--- src/rtl/multicycle_control_pkg.sv ---
// Shared encodings for the multi-cycle control unit:
// ALU opcodes, instruction opcode/funct values, FSM states, mux selects.
package multicycle_control_pkg;

  localparam logic [5:0] ALU_ADD = 6'd0;
  localparam logic [5:0] ALU_SUB = 6'd1;
  localparam logic [5:0] ALU_AND = 6'd2;
  localparam logic [5:0] ALU_OR  = 6'd3;
  localparam logic [5:0] ALU_SLT = 6'd4;

  localparam logic [5:0] OP_RTYPE = 6'h00;
  localparam logic [5:0] OP_J     = 6'h02;
  localparam logic [5:0] OP_BEQ   = 6'h04;
  localparam logic [5:0] OP_ADDI  = 6'h08;
  localparam logic [5:0] OP_LW    = 6'h23;
  localparam logic [5:0] OP_SW    = 6'h2B;

  localparam logic [5:0] FN_ADD = 6'h20;
  localparam logic [5:0] FN_SUB = 6'h22;
  localparam logic [5:0] FN_AND = 6'h24;
  localparam logic [5:0] FN_OR  = 6'h25;
  localparam logic [5:0] FN_SLT = 6'h2A;

  localparam logic [1:0] SRCB_REG   = 2'd0;
  localparam logic [1:0] SRCB_FOUR  = 2'd1;
  localparam logic [1:0] SRCB_IMM   = 2'd2;
  localparam logic [1:0] SRCB_IMMSH = 2'd3;

  localparam logic [1:0] PCSRC_ALU    = 2'd0;
  localparam logic [1:0] PCSRC_ALUOUT = 2'd1;
  localparam logic [1:0] PCSRC_JUMP   = 2'd2;

  typedef enum logic [3:0] {
    S_IDLE,
    S_FETCH,
    S_DECODE,
    S_EXECUTE,
    S_ALUWB,
    S_MEMADDR,
    S_MEMREAD,
    S_MEMWB,
    S_MEMWRITE,
    S_BRANCH,
    S_JUMP
  } state_t;

endpackage

--- src/rtl/multicycle_control_alu_op_decoder.sv ---
// alu_op_decoder: maps R-type funct to ALU opcode plus legal flag.
// Ports: i_funct (6) in; o_alu_op (6), o_legal (1) out.
module alu_op_decoder
  import multicycle_control_pkg::*;
(
  input  logic [5:0] i_funct,
  output logic [5:0] o_alu_op,
  output logic       o_legal
);

  always_comb begin
    o_alu_op = ALU_ADD;
    o_legal  = 1'b1;
    case (i_funct)
      FN_ADD:  o_alu_op = ALU_ADD;
      FN_SUB:  o_alu_op = ALU_SUB;
      FN_AND:  o_alu_op = ALU_AND;
      FN_OR:   o_alu_op = ALU_OR;
      FN_SLT:  o_alu_op = ALU_SLT;
      default: o_legal  = 1'b0;
    endcase
  end

endmodule

--- src/rtl/multicycle_control.sv ---
// Multi-cycle control FSM: sequences fetch/decode/execute/mem/wb,
// drives datapath enables and mux selects, counts retired instructions.
// Ports: clk, reset (async high), instr, aluZero, memReady in;
// ALU/mux selects, datapath enables, illegal, instrCount out.
module multicycle_control
  import multicycle_control_pkg::*;
#(
  parameter int COUNT_WIDTH = 32
) (
  input  logic                   clk,
  input  logic                   reset,
  input  logic [31:0]            instr,
  input  logic                   aluZero,
  input  logic                   memReady,
  output logic [5:0]             aluOpCode,
  output logic                   aluSrcA,
  output logic [1:0]             aluSrcB,
  output logic [1:0]             pcSource,
  output logic                   pcWrite,
  output logic                   irWrite,
  output logic                   regWrite,
  output logic                   memRead,
  output logic                   memWrite,
  output logic                   iorD,
  output logic                   regDst,
  output logic                   memToReg,
  output logic                   illegal,
  output logic [COUNT_WIDTH-1:0] instrCount
);

  state_t                 r_state;
  state_t                 w_next;
  logic [COUNT_WIDTH-1:0] r_count;
  logic                   w_retire;
  logic [5:0]             w_op;
  logic [5:0]             w_fn_op;
  logic                   w_fn_legal;
  logic                   w_is_r;
  logic                   w_unused;

  assign w_op     = instr[31:26];
  assign w_is_r   = (w_op == OP_RTYPE);
  assign w_unused = ^instr[25:6];

  alu_op_decoder u_dec (
    .i_funct  (instr[5:0]),
    .o_alu_op (w_fn_op),
    .o_legal  (w_fn_legal)
  );

  always_ff @(posedge clk or posedge reset) begin
    if (reset) r_state <= S_IDLE;
    else       r_state <= w_next;
  end

  always_ff @(posedge clk or posedge reset) begin
    if (reset)         r_count <= '0;
    else if (w_retire) r_count <= r_count + COUNT_WIDTH'(1);
  end

  assign instrCount = r_count;

  always_comb begin
    w_next    = r_state;
    w_retire  = 1'b0;
    aluOpCode = ALU_ADD;
    aluSrcA   = 1'b0;
    aluSrcB   = SRCB_REG;
    pcSource  = PCSRC_ALU;
    pcWrite   = 1'b0;
    irWrite   = 1'b0;
    regWrite  = 1'b0;
    memRead   = 1'b0;
    memWrite  = 1'b0;
    iorD      = 1'b0;
    regDst    = 1'b0;
    memToReg  = 1'b0;
    illegal   = 1'b0;
    unique case (r_state)
      S_IDLE: w_next = S_FETCH;
      S_FETCH: begin
        memRead = 1'b1;
        aluSrcB = SRCB_FOUR;
        irWrite = memReady;
        pcWrite = memReady;
        if (memReady) w_next = S_DECODE;
      end
      S_DECODE: begin
        aluSrcB = SRCB_IMMSH;
        case (w_op)
          OP_RTYPE: begin
            if (w_fn_legal) begin
              w_next = S_EXECUTE;
            end else begin
              illegal = 1'b1;
              w_next  = S_FETCH;
            end
          end
          OP_ADDI:      w_next = S_EXECUTE;
          OP_LW, OP_SW: w_next = S_MEMADDR;
          OP_BEQ:       w_next = S_BRANCH;
          OP_J:         w_next = S_JUMP;
          default: begin
            illegal = 1'b1;
            w_next  = S_FETCH;
          end
        endcase
      end
      S_EXECUTE: begin
        aluSrcA = 1'b1;
        if (w_is_r) begin
          aluSrcB   = SRCB_REG;
          aluOpCode = w_fn_op;
        end else begin
          aluSrcB = SRCB_IMM;
        end
        w_next = S_ALUWB;
      end
      S_ALUWB: begin
        regWrite = 1'b1;
        regDst   = w_is_r;
        w_retire = 1'b1;
        w_next   = S_FETCH;
      end
      S_MEMADDR: begin
        aluSrcA = 1'b1;
        aluSrcB = SRCB_IMM;
        w_next  = (w_op == OP_LW) ? S_MEMREAD : S_MEMWRITE;
      end
      S_MEMREAD: begin
        memRead = 1'b1;
        iorD    = 1'b1;
        if (memReady) w_next = S_MEMWB;
      end
      S_MEMWB: begin
        regWrite = 1'b1;
        memToReg = 1'b1;
        w_retire = 1'b1;
        w_next   = S_FETCH;
      end
      S_MEMWRITE: begin
        memWrite = 1'b1;
        iorD     = 1'b1;
        if (memReady) begin
          w_retire = 1'b1;
          w_next   = S_FETCH;
        end
      end
      S_BRANCH: begin
        aluSrcA   = 1'b1;
        aluSrcB   = SRCB_REG;
        aluOpCode = ALU_SUB;
        pcSource  = PCSRC_ALUOUT;
        pcWrite   = aluZero;
        w_retire  = 1'b1;
        w_next    = S_FETCH;
      end
      S_JUMP: begin
        pcSource = PCSRC_JUMP;
        pcWrite  = 1'b1;
        w_retire = 1'b1;
        w_next   = S_FETCH;
      end
      default: w_next = S_IDLE;
    endcase
  end

endmodule
--- config.mk ---
export PLATFORM = sky130hd
export DESIGN_NAME = multicycle_control
export DESIGN_NICKNAME = d
export VERILOG_FILES = /design/src/rtl/multicycle_control_pkg.sv /design/src/rtl/multicycle_control_alu_op_decoder.sv /design/src/rtl/multicycle_control.sv
export SDC_FILE = /design/constraint.sdc
export NUM_CORES = 1
export LEC_CHECK = 0
export BUFFER_PORTS_ARGS = -buffer_cell sky130_fd_sc_hd__buf_2
export CORE_UTILIZATION = 40
export CTS_CLUSTER_SIZE = 28
export DETAILED_ROUTE_END_ITERATION = 12
export PLACE_DENSITY_LB_ADDON = 0.08
export SLEW_MARGIN = 20
export SYNTH_ARGS = -nofsm -noshare
export SYNTH_HDL_FRONTEND = slang
export SYNTH_SLANG_ARGS = --single-unit
--- constraint.sdc ---
create_clock -name clk -period 2.2 [get_ports clk]
set_input_delay 0.44 -clock clk [delete_from_list [all_inputs] [get_ports clk]]
set_output_delay 0.44 -clock clk [all_outputs]
set_load 0.03 [all_outputs]
* After elaboration in Yosys (flattened, before gate mapping)
Index checks and enable logic that the tools add are counted.
Widths: inputs -> output; s select.
** Cells by class
- Add/sub/neg operators :: 1
- Equality and inequality tests :: 23
- Muxes and demuxes :: 28
- Reduce and logical (&&, ||, !) cells :: 12
** Operators by type and width (count)
- $eq 6x6->1 const B :: 7
- $add 32x1->32 const B :: 1
- $pmux 4 s7 :: 1
- $pmux 4 s5 :: 1
- $eq 4x3->1 const B :: 4
- $mux 4 :: 4
- $reduce_or 5->1 :: 3
- $eq 4x4->1 const B :: 3
- $mux 1 :: 12
- $pmux 3 s4 :: 1
- $pmux 6 s2 :: 1
- $eq 4x2->1 const B :: 2
- $pmux 2 s4 :: 1
- $reduce_or 2->1 :: 4
- $eq 6x2->1 const B :: 1
- $eq 6x3->1 const B :: 1
- $eq 6x4->1 const B :: 1
- $logic_not 6->1 :: 1
- $mux 6 :: 1
- $ne 2x2->1 const B :: 3
- $eq 4x1->1 const B :: 1
- $logic_not 4->1 :: 1
- $mux 2 :: 2
- $pmux 1 s2 :: 2
- other kinds (5) :: 5
** Storage, ports and cells
- Bits in registers :: 36
- Bits of input ports :: 36
- Output and inout bits :: 52

* Longest topological paths before layout
Gate-level depths: netlist (run 1).
- Word-level depth :: 6
- Depth in mapped cells :: 7

* Cells and area by module
From an unflattened synthesis (run 1), not the netlist that was laid out.
** Second synthesis, totals
- Cell total of the unflattened synthesis :: 235
- Area, all modules :: 2227.1 um^2
** By module, submodules not included
- multicycle_control :: times used 1, cells an instance 221, area an instance 2117.0 um^2
- alu_op_decoder :: times used 1, cells an instance 14, area an instance 110.1 um^2

* Worst setup path before layout (run 1)
Ideal clock, no wire load.
- Path kind :: input to output
- Start :: in instr[29]
- End :: out aluOpCode[1]
- Arrival :: 2262 ps
- Data required time :: 1760 ps
- Path slack :: -502 ps
- Stages on the path :: 4
- Buffers on the path :: 0
- Cell sequence :: or3_4 > nor4_4 > nand4_1 > nor4b_1
** Between the ends
- Cells in the longest elaborated chain, start to end :: 3
** RTL lines
- from (decl) :: RTL line multicycle_control.sv:12 : input logic [31:0] instr,
- $logic_not 6->1 :: RTL line multicycle_control.sv:42 : assign w_is_r = (w_op == OP_RTYPE);
- $mux 6 :: RTL line multicycle_control.sv:111 : if (w_is_r) begin
- $pmux 6 s2 :: RTL line multicycle_control.sv:79 : unique case (r_state)
- to (decl) :: RTL line multicycle_control.sv:15 : output logic [5:0] aluOpCode,
No other way between the ends.

* Worst setup path after layout (run 1)
Same ends and word-level chain as after synthesis.

==> results of run 1 <==
==> final timing paths <==
| kind | from | end | slack (ps) | cells past startpoint |
|---|---|---|---|---|
| max | instr[29] | aluOpCode[1] | -50 | 6 |
| min | reset | instrCount[5]$_DFFE_PP0P_ | 240 | 3 |
| max reg2reg | instrCount[6]$_DFFE_PP0P_ | instrCount[25]$_DFFE_PP0P_ | 350 | 5 |
| min reg2reg | instrCount[31]$_DFFE_PP0P_ | instrCount[31]$_DFFE_PP0P_ | 470 | 1 |
| max in group asynchronous | reset | r_state[2]$_DFFE_PP0P_ | 1610 | 3 |
| min in group clk | instrCount[31]$_DFFE_PP0P_ | instrCount[31]$_DFFE_PP0P_ | 470 | 1 |
==> registers in the layout (all words and copies together) (netlist names) <==
signal / flops
r_state: 4
instrCount: 32
==> final cells by class <==
type / instances / area, um^2
Fill cell: 516 / 2394
Multi-Input combinational cell: 171 / 1135
Sequential cell: 36 / 902.1
Timing Repair Buffer: 79 / 455.4
Clock buffer: 7 / 96.34
Tap cell: 70 / 87.58
Inverter: 10 / 37.54
==> layer usage <==
metal,GRT usage,share of wire,routed length (um)
met2,0.2903,0.46,2127
met4,0.06289,0.011,53
met1,0.2376,0.48,2240
met5,0,0,0
met3,0.04284,0.049,229
==> worst min-delay path: stages <==
cell	delay, ps
buf_2	90
inv_1	40
buf_4	390
==> synthesized netlist by cell type (4+ instances only) <==
| library cell | instances |
|---|---|
| a21oi_1 | 8 |
| and3_1 | 9 |
| and4_1 | 5 |
| buf_2 | 5 |
| buf_4 | 5 |
| dfrtp_1 | 36 |
| inv_1 | 10 |
| nand2_1 | 19 |
| nand3_1 | 14 |
| nand4_1 | 13 |
| nor2_1 | 17 |
| nor3_1 | 8 |
| nor4_1 | 4 |
| o21ai_0 | 7 |
| xnor2_1 | 30 |
==> placed cells by master (no fill, tap or decap), types with 2 or more instances in the layout <==
master    instances
dfrtp_1          35
a31oi_1           2
nor3_1            7
mux2_2            2
conb_1            3
buf_6             2
xor2_1            3
buf_2            58
buf_4            19
nor4_1            3
a21oi_1           8
a21oi_2           2
xnor2_1          30
nand3_1          14
nand2_1          19
clkbuf_8          7
inv_1            10
nor2b_1           2
o21ai_0           7
and4_1            5
and3_1            9
nand4_1          13
nand2b_1          3
nor2_1           17
==> power by group through the flow <==
stage                     Sequential [mW]  Combinational [mW]  Clock (mW)
after floorplan                     0.911               0.856           0
after global placement              0.881                1.24           0
after detailed placement            0.883                1.24           0
after CTS                           0.872                1.25       0.524
after global routing                0.890                1.37       0.554
final                               0.874                1.26       0.505
==> cell families after synthesis <==
| group | count (synthesis) | synth area share |
|---|---|---|
| AOI/OAI and AO/OA | 28 | 0.08845 |
| xor gates and xnor gates | 33 | 0.1362 |
| adders and majority gates | 2 | 0.01061 |
| buffers and inverters | 23 | 0.05248 |
| DFF | 36 | 0.4245 |
| muxes | 2 | 0.01061 |
| other | 1 | 0.001767 |
| and+or+nand+nor | 103 | 0.2754 |
==> what timing repair did <==
item,4_1_cts,5_1_grt
pin swaps,3,1
setup endpoints to repair,3,6
resized for setup,4,6
buffers inserted,0,0
endpoints found under the hold margin,0,0
==> metrics, run 1 <==
first-pass GRT wire length a little under 8000 um; cts bufs inserted 5; Tmin final roughly 2300 ps; Initial DRT Pass Iterations 4; startpoint types input pin; area leader, netlist dfrtp_1; number of warning messages in the yosys log 0; H-tree depth 2; CP Cell Sequence buf_6, or3_4, nor4_4, nand4_1, nor4b_2, buf_4; core area roughly 5100 um^2; gr ovfl total 0; final period utilization 1.024; WP buf/inv 2; Worst Skew 5.397 ps; largest net degree at the start of global routing 37; Slowest cell on crit path or3_4; Final Wtd Congestion 0.7780; nets 340; layout cell share with drive strength beyond 1 0.3300; layout overhead on the synthesized area 27.89%; starting density of the core 0.4155; Max Transition Viols Final 0; critical path required time 1760 ps; kind of critical path input pin to output port; Max rail drop VDD ~770 uV; Clock Sinks 36; Int Power about 1.5 mW; Post-DRT Antenna Nets 0; via/cell ratio 5.139; overall die height 74.84 um; final wirelength between 4000 and 5000 um; P per Cell Area 970.9 nW/um^2; # DRC 0; failing checks setup timing; Power, Total 2.635 mW; Horiz. Die Dim 74.84 um; total die area 5600 um^2; P_leak 1.370 nW; Sw Ratio 0.4393; Seq/Total Area, Yosys 0.4245; Wirelength per Cell ~12 um; pre-CTS setup slack -105.3 ps; Syn Inst Count 228; status complete, but fails checks; CP max FO 3; clk_lat worst skew 280 ps; Post-Layout Cell Count 373; vias in the first global route 1731; Flop pwr share 0.332; Worst Tran Pin Value roughly 530 ps; clock power share 0.192; kind of cell adding the most delay to the critical path simple AND/OR/NAND/NOR gates; placed cell area ~2600 um^2; worst hold slack about 240 ps; initial antenna violation count 0; Netlist cell types 43; synth top area cells dfrtp_1, xnor2_1, nand4_1; total track usage 0.1803; Root Buffer clkbuf_8; diode count 0; Initial DRC Count just over 80; CTS tree yes; post-route worst setup slack -52.64 ps; placed cells around 370; Avg Cell Area, Syn 9.307 um^2; cell area after synthesis ~2100 um^2; Fmax achieved roughly 0.44 GHz; Comb power frac 0.477; num rows 26; Setup TNS Final -52.64 ps; worst hold path class input pin to async pin; Post-Route Utilization 0.5314; CP arrival ~1800 ps; Post-synth EDFFs 0; Most used DFF post-synth dfrtp_1; CP endpoint kind output port; CTS Buffer Depth 2; RSZ-0062 raised after global routing yes; Yosys top cell area share 0.4245; hpwl dp 3358 um; number of synthesized register bits 36; ys async rst share 1.000; CP max stage delay 390 ps; Ports 88; # hold bufs at CTS 0; Port Buf Inserts 64; via count 1917; Rel. slew slack 0.6396; Final Setup Violations 1; # Max-Cap Violations 0; Clock transition at path regs 70 ps; Non-Filler Cell Area, Final 2714 um^2; sw power 1.157 mW; final hold viol count 0
(Power assumes the default switching activity.)
==> run 2: changes to the inputs <==
Settings changed: PLACE_DENSITY set to 0.72, PLACE_DENSITY_LB_ADDON 0.08 to unset.
==> run 2 against run 1 <==
Against the previous run: the run still ends with setup timing left; sequential power rose by 5.5%; power shrank 1.9%; register-to-register slack improved by 70 ps; non-clock buffer count is 3 lower; critical path type unchanged.
==> metrics, run 2 (synthesized netlist as in run 1, its figures left out) <==
status complete, but fails checks (unchanged); failing checks setup timing (unchanged); Rel. slew slack 0.6193 (was 0.6396); Fmax achieved 0.4512 GHz (was 0.4439 GHz); Post-Layout Cell Count 370 (was 373); post-route worst setup slack -16.38 ps (was -52.64 ps); total track usage 0.1720 (was 0.1803); clock power share 0.192 (about the same); num rows 26 (unchanged); hpwl dp 3328 um (was 3358 um); total die area 5600 um^2 (unchanged); Flop pwr share 0.357 (was 0.332); starting density of the core 0.4155 (unchanged); worst hold path class input pin to async pin (unchanged); critical path required time 1760 ps (about the same); via count 1903 (was 1917); final wirelength 4552 um (was 4650 um); Port Buf Inserts 64 (unchanged); Worst Tran Pin Value 556.6 ps (was 526.9 ps); diode count 0 (unchanged); commonest non-fill, non-tap cell in the layout buf_2 (unchanged); footprint of the multi-input gates 1135 um^2 (unchanged); CTS Buffer Depth 2 (unchanged); # hold bufs at CTS 0 (unchanged); largest net degree at the start of global routing 37 (unchanged); sw power 1.144 mW (was 1.157 mW); fill cell total of the finished layout 495 (was 516); Initial DRT Pass Iterations 4 (unchanged); CP arrival 1780 ps (was 1810 ps); Max Transition Viols Final 0 (unchanged); Final Wtd Congestion 0.8958 (was 0.7780); layout overhead on the synthesized area 27.00% (was 27.89%); Wirelength per Cell 12.30 um (was 12.47 um); RSZ-0062 raised after global routing yes (unchanged); Post-DRT Antenna Nets 0 (unchanged); number of flip-flops in the largest register 32 (unchanged); # Max-Cap Violations 0 (unchanged); Tmin final 2216 ps (was 2253 ps); Clock Sinks 36 (unchanged); Clock transition at path regs 70 ps (about the same); CP max FO 3 (unchanged); cts bufs inserted 5 (unchanged); clk_lat worst skew 280 ps (about the same); layout cell share with drive strength beyond 1 0.3300 (about the same); via/cell ratio 5.143 (was 5.139); H-tree depth 2 (unchanged); P_leak 1.353 nW (was 1.370 nW); Power, Total 2.585 mW (was 2.635 mW); Max rail drop VDD 720.0 uV (was 766.5 uV); Worst Skew 2.316 ps (was 5.397 ps); placed cells 362 (was 366); Ports 88 (unchanged); gr ovfl total 0 (unchanged); vias in the first global route 1746 (was 1731); Post-Route Utilization 0.5277 (was 0.5314); startpoint types input pin (unchanged); overall die height 74.84 um (unchanged); final hold viol count 0 (unchanged); Comb power frac 0.452 (was 0.477); Initial DRC Count 84 (was 81); Final Setup Violations 1 (unchanged); most frequent cells in the layout buf_2, dfrtp_1, xnor2_1 (unchanged); final period utilization 1.007 (was 1.024); Int Power 1.441 mW (was 1.477 mW); kind of critical path input pin to output port (unchanged); Sw Ratio 0.4426 (was 0.4393); Reg area 904.6 um^2 (was 902.1 um^2); P per Cell Area 959.3 nW/um^2 (was 970.9 nW/um^2); CTS tree yes (unchanged); Root Buffer clkbuf_8 (unchanged); first-pass GRT wire length 7410 um (was 7714 um); initial antenna violation count 0 (unchanged); CP endpoint kind output port (unchanged); nets 337 (was 340); worst hold slack 249.3 ps (was 245.0 ps); core area 5107 um^2 (unchanged); Horiz. Die Dim 74.84 um (unchanged); Setup TNS Final -16.38 ps (was -52.64 ps); # DRC 0 (unchanged)
==> run 2: cell types whose count changed in the layout (fill, tap and decap cells not counted), sizes merged <==
cell / delta
buf: -3
==> run 2: worst max-delay path, stage by stage <==
cell and delay (ps):
buf_6 90, or3_4 390, nor4_4 180, nand4_1 220, nor4b_2 250, buf_4 200
==> run 2: path summary, 6_finish.rpt <==
path / from / to / slack, ps / cells after the start
max: instr[29] / aluOpCode[1] / -20 / 6
min: reset / instrCount[5]$_DFFE_PP0P_ / 250 / 3
max reg2reg: instrCount[7]$_DFFE_PP0P_ / instrCount[28]$_DFFE_PP0P_ / 420 / 5
min reg2reg: instrCount[31]$_DFFE_PP0P_ / instrCount[31]$_DFFE_PP0P_ / 480 / 1
max in group asynchronous: reset / r_state[2]$_DFFE_PP0P_ / 1620 / 3
min in group clk: instrCount[31]$_DFFE_PP0P_ / instrCount[31]$_DFFE_PP0P_ / 480 / 1
==> run 2: repair_timing <==
action	CTS	global route
gates resized for setup	5	4
setup endpoints to repair	6	6
pin swaps	3	2
buffers inserted	0	1
==> run 2: final cells by class <==
cell class              count  share of cell area
multi-input cells         171              0.4211
flip-flops and latches     36              0.3357
repair buffers             76              0.1611
clock buffers               7             0.03575
well taps                  70             0.03250
inverters                  10             0.01393
==> run 2: through the flow <==
stage / area, um^2 / setup WS, ps
floorplan: 2147 / -129.7
global placement: 2564 / -78.09
detailed placement: 2564 / -98.48
CTS: 2670 / -49.30
global route: 2695 / -83.18
finish: 2695 / -16.38
==> run 2: power by group through the flow <==
stage               Clock [mW]  Combinational, mW  Sequential [mW]
detailed placement           0               1.16            0.924
global route             0.542               1.26            0.939
floorplan                    0              0.856            0.911
global placement             0               1.15            0.920
CTS                      0.514               1.17            0.916
finish                   0.495               1.17            0.922
==> run 2: metal layers <==
metal  vias to the layer above  wire length, um  track usage  part of all wire
met3                         4              221      0.04016             0.049
met4                         0               42      0.05241            0.0092
met5                         -                0            0                 0
met1                       901             2077       0.2131              0.46
li1                        943                -            -                 -
met2                        55             2210       0.2973              0.49
